--- config.mk ---
export PLATFORM = sky130hd
export DESIGN_NAME = fir_out_serializer_flat
export DESIGN_NICKNAME = d
export VERILOG_FILES = /design/src/rtl/fir_out_serializer_if.sv /design/src/rtl/fir_out_serializer.sv /design/src/flat_wrapper.sv
export SDC_FILE = /design/constraint.sdc
export NUM_CORES = 1
export LEC_CHECK = 0
export ABC_AREA = 0
export CORE_MARGIN = 2
export CORE_UTILIZATION = 32
export DETAILED_ROUTE_END_ITERATION = 7
export PLACE_DENSITY = 0.51
export SETUP_SLACK_MARGIN = 0.4
export SLEW_MARGIN = 20
export SYNTH_ARGS = -nofsm -noshare
export SYNTH_HDL_FRONTEND = slang
export SYNTH_SLANG_ARGS = --single-unit
--- constraint.sdc ---
create_clock -name clk -period 2.5 [get_ports clk]
set_input_delay 0.25 -clock clk [delete_from_list [all_inputs] [get_ports clk]]
set_output_delay 0.25 -clock clk [all_outputs]
set_load 0.01 [all_outputs]
--- src/rtl/fir_out_serializer_if.sv ---
// Sample-in / byte-out handshake bundle for fir_out_serializer.
// master: the serializer (drives the byte stream); slave: the FIR source and byte consumer.
interface fir_out_serializer_if #(
  parameter int unsigned Y_N_SIZE = 14
);
  logic [Y_N_SIZE-1:0] y_n;
  logic                y_valid;
  logic [7:0]          uo_data;
  logic                uo_valid;
  logic                uo_ready;
  logic                uo_last;

  modport master (
    input  y_n,
    input  y_valid,
    input  uo_ready,
    output uo_data,
    output uo_valid,
    output uo_last
  );

  modport slave (
    output y_n,
    output y_valid,
    output uo_ready,
    input  uo_data,
    input  uo_valid,
    input  uo_last
  );
endinterface

--- src/rtl/fir_out_serializer.sv ---
// Buffers signed FIR samples in a small FIFO and emits each one as a HI then LO byte.
// Optional macro FIR_OUT_DROP_CNT_EN builds a saturating dropped-sample counter on drop_cnt.
module fir_out_serializer #(
  parameter int unsigned Y_N_SIZE   = 14,
  parameter int unsigned FIFO_DEPTH = 4
) (
  input  logic                  clk,
  input  logic                  reset_n,
  fir_out_serializer_if.master  bus,
  output logic                  fifo_full,
  output logic                  fifo_empty,
  output logic                  overflow,
  input  logic                  clr_ovf,
  output logic [7:0]            drop_cnt
);

  localparam int unsigned AW = $clog2(FIFO_DEPTH);
  localparam int unsigned PW = AW + 1;

  typedef enum logic [1:0] {
    IDLE = 2'd0,
    HI   = 2'd1,
    LO   = 2'd2
  } state_e;

  state_e                      state_q;
  logic [PW-1:0]               wptr_q, wptr_d;
  logic [PW-1:0]               rptr_q, rptr_d;
  logic                        full_q, empty_q;
  logic [Y_N_SIZE-1:0]         mem_q [FIFO_DEPTH];
  logic [7:0]                  hold_lo_q;
  logic [7:0]                  data_q;
  logic                        valid_q;
  logic                        last_q;
  logic                        ovf_q, ovf_d;

  logic                        hs_c;
  logic                        push_c;
  logic                        drop_c;
  logic                        pop_c;
  logic signed [Y_N_SIZE-1:0]  head_c;
  logic [15:0]                 head_s16_c;

  // Handshake, FIFO control and head-of-queue sign extension
  always_comb begin
    hs_c       = valid_q && bus.uo_ready;
    push_c     = bus.y_valid && !full_q;
    drop_c     = bus.y_valid && full_q;
    pop_c      = !empty_q && ((state_q == IDLE) || ((state_q == LO) && hs_c));
    head_c     = mem_q[rptr_q[AW-1:0]];
    head_s16_c = 16'(head_c);
    wptr_d     = wptr_q + PW'(push_c);
    rptr_d     = rptr_q + PW'(pop_c);
    ovf_d      = ovf_q;
    if (clr_ovf) begin
      ovf_d = 1'b0;
    end
    if (drop_c) begin
      ovf_d = 1'b1;
    end
  end

  // Sample storage; contents are don't-care once the pointers are reset
  always_ff @(posedge clk) begin
    if (push_c) begin
      mem_q[wptr_q[AW-1:0]] <= bus.y_n;
    end
  end

  // Pointers with registered full/empty flags and the sticky overflow
  always_ff @(posedge clk or negedge reset_n) begin
    if (!reset_n) begin
      wptr_q  <= '0;
      rptr_q  <= '0;
      full_q  <= 1'b0;
      empty_q <= 1'b1;
      ovf_q   <= 1'b0;
    end else begin
      wptr_q  <= wptr_d;
      rptr_q  <= rptr_d;
      full_q  <= (wptr_d[AW-1:0] == rptr_d[AW-1:0]) && (wptr_d[AW] != rptr_d[AW]);
      empty_q <= (wptr_d == rptr_d);
      ovf_q   <= ovf_d;
    end
  end

  // Byte sequencer: the HI byte is loaded on pop, the LO byte is kept in hold_lo_q
  always_ff @(posedge clk or negedge reset_n) begin
    if (!reset_n) begin
      state_q   <= IDLE;
      hold_lo_q <= 8'h00;
      data_q    <= 8'h00;
      valid_q   <= 1'b0;
      last_q    <= 1'b0;
    end else begin
      case (state_q)
        IDLE: begin
          if (pop_c) begin
            hold_lo_q <= head_s16_c[7:0];
            data_q    <= head_s16_c[15:8];
            valid_q   <= 1'b1;
            last_q    <= 1'b0;
            state_q   <= HI;
          end
        end
        HI: begin
          if (hs_c) begin
            data_q  <= hold_lo_q;
            last_q  <= 1'b1;
            state_q <= LO;
          end
        end
        LO: begin
          if (hs_c) begin
            if (pop_c) begin
              hold_lo_q <= head_s16_c[7:0];
              data_q    <= head_s16_c[15:8];
              last_q    <= 1'b0;
              state_q   <= HI;
            end else begin
              data_q  <= 8'h00;
              valid_q <= 1'b0;
              last_q  <= 1'b0;
              state_q <= IDLE;
            end
          end
        end
        default: begin
          data_q  <= 8'h00;
          valid_q <= 1'b0;
          last_q  <= 1'b0;
          state_q <= IDLE;
        end
      endcase
    end
  end

`ifdef FIR_OUT_DROP_CNT_EN
  logic [7:0] dcnt_q, dcnt_d;

  // A drop coinciding with a clear leaves the count at one
  always_comb begin
    dcnt_d = dcnt_q;
    if (clr_ovf) begin
      dcnt_d = drop_c ? 8'd1 : 8'd0;
    end else if (drop_c && (dcnt_q != 8'hFF)) begin
      dcnt_d = dcnt_q + 8'd1;
    end
  end

  always_ff @(posedge clk or negedge reset_n) begin
    if (!reset_n) begin
      dcnt_q <= 8'h00;
    end else begin
      dcnt_q <= dcnt_d;
    end
  end

  assign drop_cnt = dcnt_q;
`else
  assign drop_cnt = 8'h00;
`endif

  assign bus.uo_data  = data_q;
  assign bus.uo_valid = valid_q;
  assign bus.uo_last  = last_q;
  assign fifo_full    = full_q;
  assign fifo_empty   = empty_q;
  assign overflow     = ovf_q;

endmodule

--- src/flat_wrapper.sv ---
// flat-port wrapper written by rule: the top's interface ports become plain ports
module fir_out_serializer_flat 
#(
  parameter int unsigned Y_N_SIZE   = 14,
  parameter int unsigned FIFO_DEPTH = 4
)
  (clk, reset_n, fifo_full, fifo_empty, overflow, clr_ovf, drop_cnt, bus_y_n, bus_y_valid, bus_uo_ready, bus_uo_data, bus_uo_valid, bus_uo_last);
  fir_out_serializer_if #(.Y_N_SIZE(Y_N_SIZE)) bus_i ();
  input  logic clk;
  input  logic reset_n;
  output logic fifo_full;
  output logic fifo_empty;
  output logic overflow;
  input  logic clr_ovf;
  output logic [7:0] drop_cnt;
  input wire logic [$bits(bus_i.y_n)-1:0] bus_y_n;
  input wire logic [$bits(bus_i.y_valid)-1:0] bus_y_valid;
  input wire logic [$bits(bus_i.uo_ready)-1:0] bus_uo_ready;
  output wire logic [$bits(bus_i.uo_data)-1:0] bus_uo_data;
  output wire logic [$bits(bus_i.uo_valid)-1:0] bus_uo_valid;
  output wire logic [$bits(bus_i.uo_last)-1:0] bus_uo_last;
  assign bus_i.y_n = bus_y_n;
  assign bus_i.y_valid = bus_y_valid;
  assign bus_i.uo_ready = bus_uo_ready;
  assign bus_uo_data = bus_i.uo_data;
  assign bus_uo_valid = bus_i.uo_valid;
  assign bus_uo_last = bus_i.uo_last;
  fir_out_serializer #(.Y_N_SIZE(Y_N_SIZE), .FIFO_DEPTH(FIFO_DEPTH)) u_core (.clk(clk), .reset_n(reset_n), .bus(bus_i), .fifo_full(fifo_full), .fifo_empty(fifo_empty), .overflow(overflow), .clr_ovf(clr_ovf), .drop_cnt(drop_cnt));
endmodule
; ---- Word level (Yosys, flattened, before mapping)
; Memory sizes are Yosys's and may differ from the RTL's.
; Cells that the tools add are included.
[totals]
out_inout_bits = 21
word_cells = 63
inputBits = 19
ramBits = 56
ff_bits = 29
memories = 1
[op_classes]
add_sub_neg = 2
n_reduce_logical = 15
n_bitwise = 1
n_mux = 25
n_eq_ne = 9
[mem_list]
columns = name, words, word_bits, rd, rd_clocked_by_memory_dff, wr, line_no
row1 = u_core.mem_q, 4, 14, 1, 0, 1, fir_out_serializer.sv:30  ; logic [Y_N_SIZE-1:0] mem_q [FIFO_DEPTH];
[ops]
columns = op, count
row1 = 8-bit 2-to-1 mux, 6
row2 = 8-bit case mux with 3 select lines, 1
row3 = 8-bit case mux with 2 select lines, 1
row4 = 1-bit 2-to-1 mux, 11
row5 = 3-bit by 1-bit adder with 3-bit output, 2
row6 = 1-bit logical AND, 6
row7 = 2-bit 2-to-1 mux, 3
row8 = "2-bit by 1-bit inequality test with 1-bit output, second input constant", 3
row9 = 1-bit case mux with 3 select lines, 2
row10 = 2-bit case mux with 3 select lines, 1
row11 = 4-bit AND reduction, 1
row12 = 2-bit nonzero test, 2
row13 = 3-bit == test, 1
row14 = 3-bit AND reduction, 1
row15 = "2-bit by 1-bit == test with 1-bit output, second input constant", 1
row16 = 2-bit == test, 1
row17 = "2-bit == test, second input constant", 1
row18 = 1-bit logical NOT, 2
row19 = 2-bit logical NOT, 1
row20 = "2-bit inequality test, second input constant", 1
row21 = 2-bit AND reduction, 1
row22 = 1-bit logical OR, 1
row23 = 1-bit inequality test, 1
row24 = 1-bit inverter, 1

; ---- Depth between registers and ports, before layout
[depth]
ltp_word = 7
ltp_mapped = 9
mapped_depth_nobuf = 8

; ---- Worst setup path before layout
; No wires, ideal clock.
[synth_timing]
path_type = register -> register
start = register u_core.full_q (netlist: u_core.fifo_full)
end = memory u_core.mem_q[0][0], enable pin
required_ns = 2.094
arrival_ns = 1.764
setup_time_ns = 0.406
slack_ns = 0.330
path_stages_with_launch = 3
path_buffers = 0
period_less_slack_ns = 2.170
cell_sequence = dfrtp_1 -> nor2b_1 -> nor3b_1
[synth_via]
elab_chain_cells = 4
[synth_lines]
columns = item, line_no
row1 = "start, declared", fir_out_serializer.sv:29  ; logic full_q, empty_q;
row2 = "start signal, assigned", fir_out_serializer.sv:81  ; full_q <= (wptr_d[AW-1:0] == rptr_d[AW-1:0]) && (wptr_d[AW] != rptr_d[AW]);
row3 = 1-bit logical NOT, fir_out_serializer.sv:47  ; push_c = bus.y_valid && !full_q;
row4 = 1-bit logical AND, fir_out_serializer.sv:47
row5 = 1-bit 2-to-1 mux, fir_out_serializer.sv:65  ; if (push_c) begin
row6 = 1-bit 2-to-1 mux (not written as such), fir_out_serializer.sv:66  ; mem_q[wptr_q[AW-1:0]] <= bus.y_n;
row7 = "end, declared", fir_out_serializer.sv:30
; No other way between the ends.

; ---- Worst setup path in the final report
[layout_timing]
start = register u_core.state_q[1]
end = register u_core.empty_q (netlist: u_core.fifo_empty)
[layout_via]
elab_chain_cells = 6
elab_cells_between_ends = 7
classes_between = add/sub (1) / eq/ne (2) / reduce/logical (4)
[layout_lines]
columns = item, line_no
row1 = "start, declared", fir_out_serializer.sv:26  ; state_e state_q;
row2 = "start signal, assigned", fir_out_serializer.sv:90  ; state_q <= IDLE;
row3 = "start signal, assigned", fir_out_serializer.sv:103  ; state_q <= HI;
row4 = "start signal, assigned", fir_out_serializer.sv:110  ; state_q <= LO;
row5 = 2-bit == test, fir_out_serializer.sv:49  ; pop_c = !empty_q && ((state_q == IDLE) || ((state_q == LO) && hs_c));
row6 = 1-bit logical AND, fir_out_serializer.sv:49
row7 = 1-bit logical OR *, fir_out_serializer.sv:49
row8 = 1-bit logical AND *, fir_out_serializer.sv:49
row9 = 3-bit by 1-bit adder with 3-bit output *, fir_out_serializer.sv:53  ; rptr_d = rptr_q + PW'(pop_c);
row10 = net u_core.rptr_d[2], fir_out_serializer.sv:28  ; logic [PW-1:0] rptr_q, rptr_d;
row11 = 3-bit == test *, fir_out_serializer.sv:82  ; empty_q <= (wptr_d == rptr_d);
row12 = "end signal, assigned", fir_out_serializer.sv:82
row13 = "end, declared", fir_out_serializer.sv:29
; Mark *: on every way through the listed nets, which the timed path passes. The rest lies on a longest branch.
; A chain may end at the register's enable or synchronous reset.

==> out/qor.txt <==
Outcome -> completed
Root Driver -> clkbuf_8
Drt first pass iters -> 4
CP Class -> reg -> reg
Register area share after synthesis -> 71.8%
Initial core utilization -> 32.8%
Synth top area cells -> edfxtp_1, dfrtp_1, mux4_1, mux2_2, a221o_1
Post-cts resize count -> 0
Post-Syn Area -> 3350 sq um
Die height -> 106 um
Mean Syn Cell Area -> 19.0 sq um
Worst R2R Start -> u_core.state_q[1]
Comb power frac -> 31.4%
RD Place Congestion -> 0.712
Dpl cell area -> 3820 sq um
Clk pwr share -> 21.2%
CP Cell Sequence -> a21bo_2 > nand2_1 > inv_1 > ha_1 > ha_1 > xor2_1 > xor2_1 > nor2b_1
Cell taking the most area after synthesis -> edfxtp_1
Tightest Pin Transition -> 0.652 ns
Max-slew violations -> 0
TNS Setup -> 0 ns
GRT Util Overall -> 10.8%
Port bufs -> 31
Synth top cells by count -> edfxtp_1, dfrtp_1, mux4_1
CTS Buf Count -> 9
Cell Int Power -> 3.21 mW
Finish-stage setup viols -> 0
DRC -> 0
FFs w/ async S/R, synth -> 34.1%
Switch Pwr -> 1.39 mW
Share of the synthesized area in the top cell type -> 50.1%
Pwr dens -> 1140 nW/um^2
Ys Warns -> 0
CP startpoint kind -> register
Max VDD drop -> 292 uV
Clock latency on the worst-skew pair -> 0.34 ns
Die area -> 11300 sq um
Crit. path cell count -> 8
Primary FF master, synth -> edfxtp_1
Sw frac -> 30.2%
Reg clk slew, reported paths -> 0.09 ns
CP max-delay cell -> dfrtp_1
CP max FO -> 10
Achievable Freq -> 533 MHz
Hold WC Path Type -> in -> async
Pwr Total -> 4.60 mW
CP max stage delay -> 0.47 ns
Delay-heaviest family, CP -> flip-flops
Ports -> 40
CTS tree -> built
Vias -> 1660
DRT antenna net count -> 0
Post-CTS Setup Inserts -> 0
Via/cell ratio -> 4.59
Diode count -> 0
Reg area -> 2410 sq um
Layout Skew -> 0.00595 ns
FF-to-FF End -> u_core.fifo_empty
Cts hold-fix bufs -> 0
Fin nets -> 244
Syn Inst Count -> 177
First DRT Iteration DRCs -> 82
Finished Cell Area -> 4030 sq um
Multi-input logic area -> 866 sq um
Synth Register Bits -> 85
Layout cells sized above 1 -> 17.3%
Row cnt -> 37
Final Hold Vio Count -> 0
Post-synth EDFFs -> 56
Fill cells -> 956
Fin crit period -> 1.88 ns
Mean routed wirelength per cell -> 15.4 um
Top-count cell post-synth -> edfxtp_1
Gr ovfl total -> 0
Routed WL -> 5.58 mm
Hold Slack -> 0.276 ns
Largest net degree at the start of global routing -> 30
Bufs on Longest Clock Path -> 2
Worst R2R Setup Slack -> 0.62 ns
# H-tree levels -> 3
Relative slew margins -> 56.5%
RSZ-0062 raised after global routing -> false
Die W -> 106 um
Worst path required time -> 2.77 ns
Max-Cap Viols -> 0
Initial antenna violation count -> 0
Worst path buffer plus inverter count -> 1
Layout overhead on the synthesized area -> 20.2%
Number of global-route vias before repair -> 1752
Final period util -> 75.0%
DP HPWL -> 3.73 mm
R2R cell count -> 8
Clk sinks -> 85
Yosys cell types -> 31
Arr. time, crit path -> 2.15 ns
CP Capture Type -> register
Seq pwr share -> 47.5%
Core Area -> 10200 sq um
Lkg Pwr -> 1.52 nW
First-pass GRT wire length -> 9.06 mm
per-layer routing:
metal  vias to the layer above  GRT usage [%]  routed length, um
met5                         -              0                  0
met4                         0           5.36                 98
met3                         9           2.33                197
met2                        37           17.5               2730
met1                       836           13.8               2560
li1                        778              -                  -
cell type report:
cell class	instances	share of cell area, %
Clock inverter	7	2.02
Timing Repair Buffer	39	9.18
Inverter	3	0.279
Sequential cell	85	59.8
Tap cell	136	4.22
Clock buffer	9	3.07
Multi-Input combinational cell	83	21.5
flip-flops by register name, summed over array words and instances, names as in the netlist:
name / flops
u_core.mem_q: 56
u_core.bus.uo_data: 8
u_core.hold_lo_q: 8
u_core.rptr_q: 3
u_core.wptr_q: 3
u_core.state_q: 2
u_core.bus.uo_last: 1
u_core.bus.uo_valid: 1
u_core.fifo_empty: 1
u_core.fifo_full: 1
u_core.overflow: 1
cells in the final DEF, fill, tap and decap left out, drive strengths merged, types with 8 or more instances in the layout:
master,count
edfxtp,56
clkdlybuf4s50,31
dfrtp,28
mux4,14
clkbuf,9
and3,8
a221o,8
mux2,8
conb,8
buf,8
cells by family (layout without fill, tap and decap cells):
| family | count (synthesis) | count (layout) | synth area share (%) |
|---|---|---|---|
| AOI/OAI and AO/OA | 16 | 16 | 3.95 |
| xor gates and xnor gates | 6 | 6 | 1.57 |
| adders and majority gates | 4 | 4 | 1.49 |
| buffers and inverters | 16 | 58 | 3.39 |
| DFF | 85 | 85 | 71.8 |
| muxes | 22 | 22 | 13.4 |
| other | 1 | 8 | 0.112 |
| and+or+nand+nor | 27 | 27 | 4.25 |
power groups by stage:
stage          Combinational (mW)  Clock, mW  Sequential (mW)
6_report                     1.44      0.973             2.18
5_1_grt                      1.58       1.09             2.24
2_1_floorplan                1.05          0             2.13
4_1_cts                      1.47       1.02             2.20
3_3_place_gp                 1.45          0             2.22
3_5_place_dp                 1.47          0             2.23
worst max-delay path by stage:
stage | startpoint | end | slack, ns
3_5_place_dp | bus_uo_ready | u_core.fifo_empty | 0.40
2_1_floorplan | u_core.bus.uo_valid | u_core.fifo_empty | 0.45
4_1_cts | u_core.rptr_q[0] | u_core.bus.uo_data[7] | 0.45
3_3_place_gp | bus_uo_ready | u_core.fifo_empty | 0.45
5_1_grt | u_core.state_q[1] | u_core.fifo_empty | 0.46
6_report | u_core.state_q[1] | u_core.fifo_empty | 0.62
stage by stage:
step	instances	worst slack, ns	utilization, %
floorplan	184	0.454	-
global placement	346	0.445	37.4
detailed placement	346	0.400	37.4
CTS	362	0.448	39.4
global route	362	0.459	39.4
finish	362	0.625	39.4
Power figures use the tool's default switching activity.
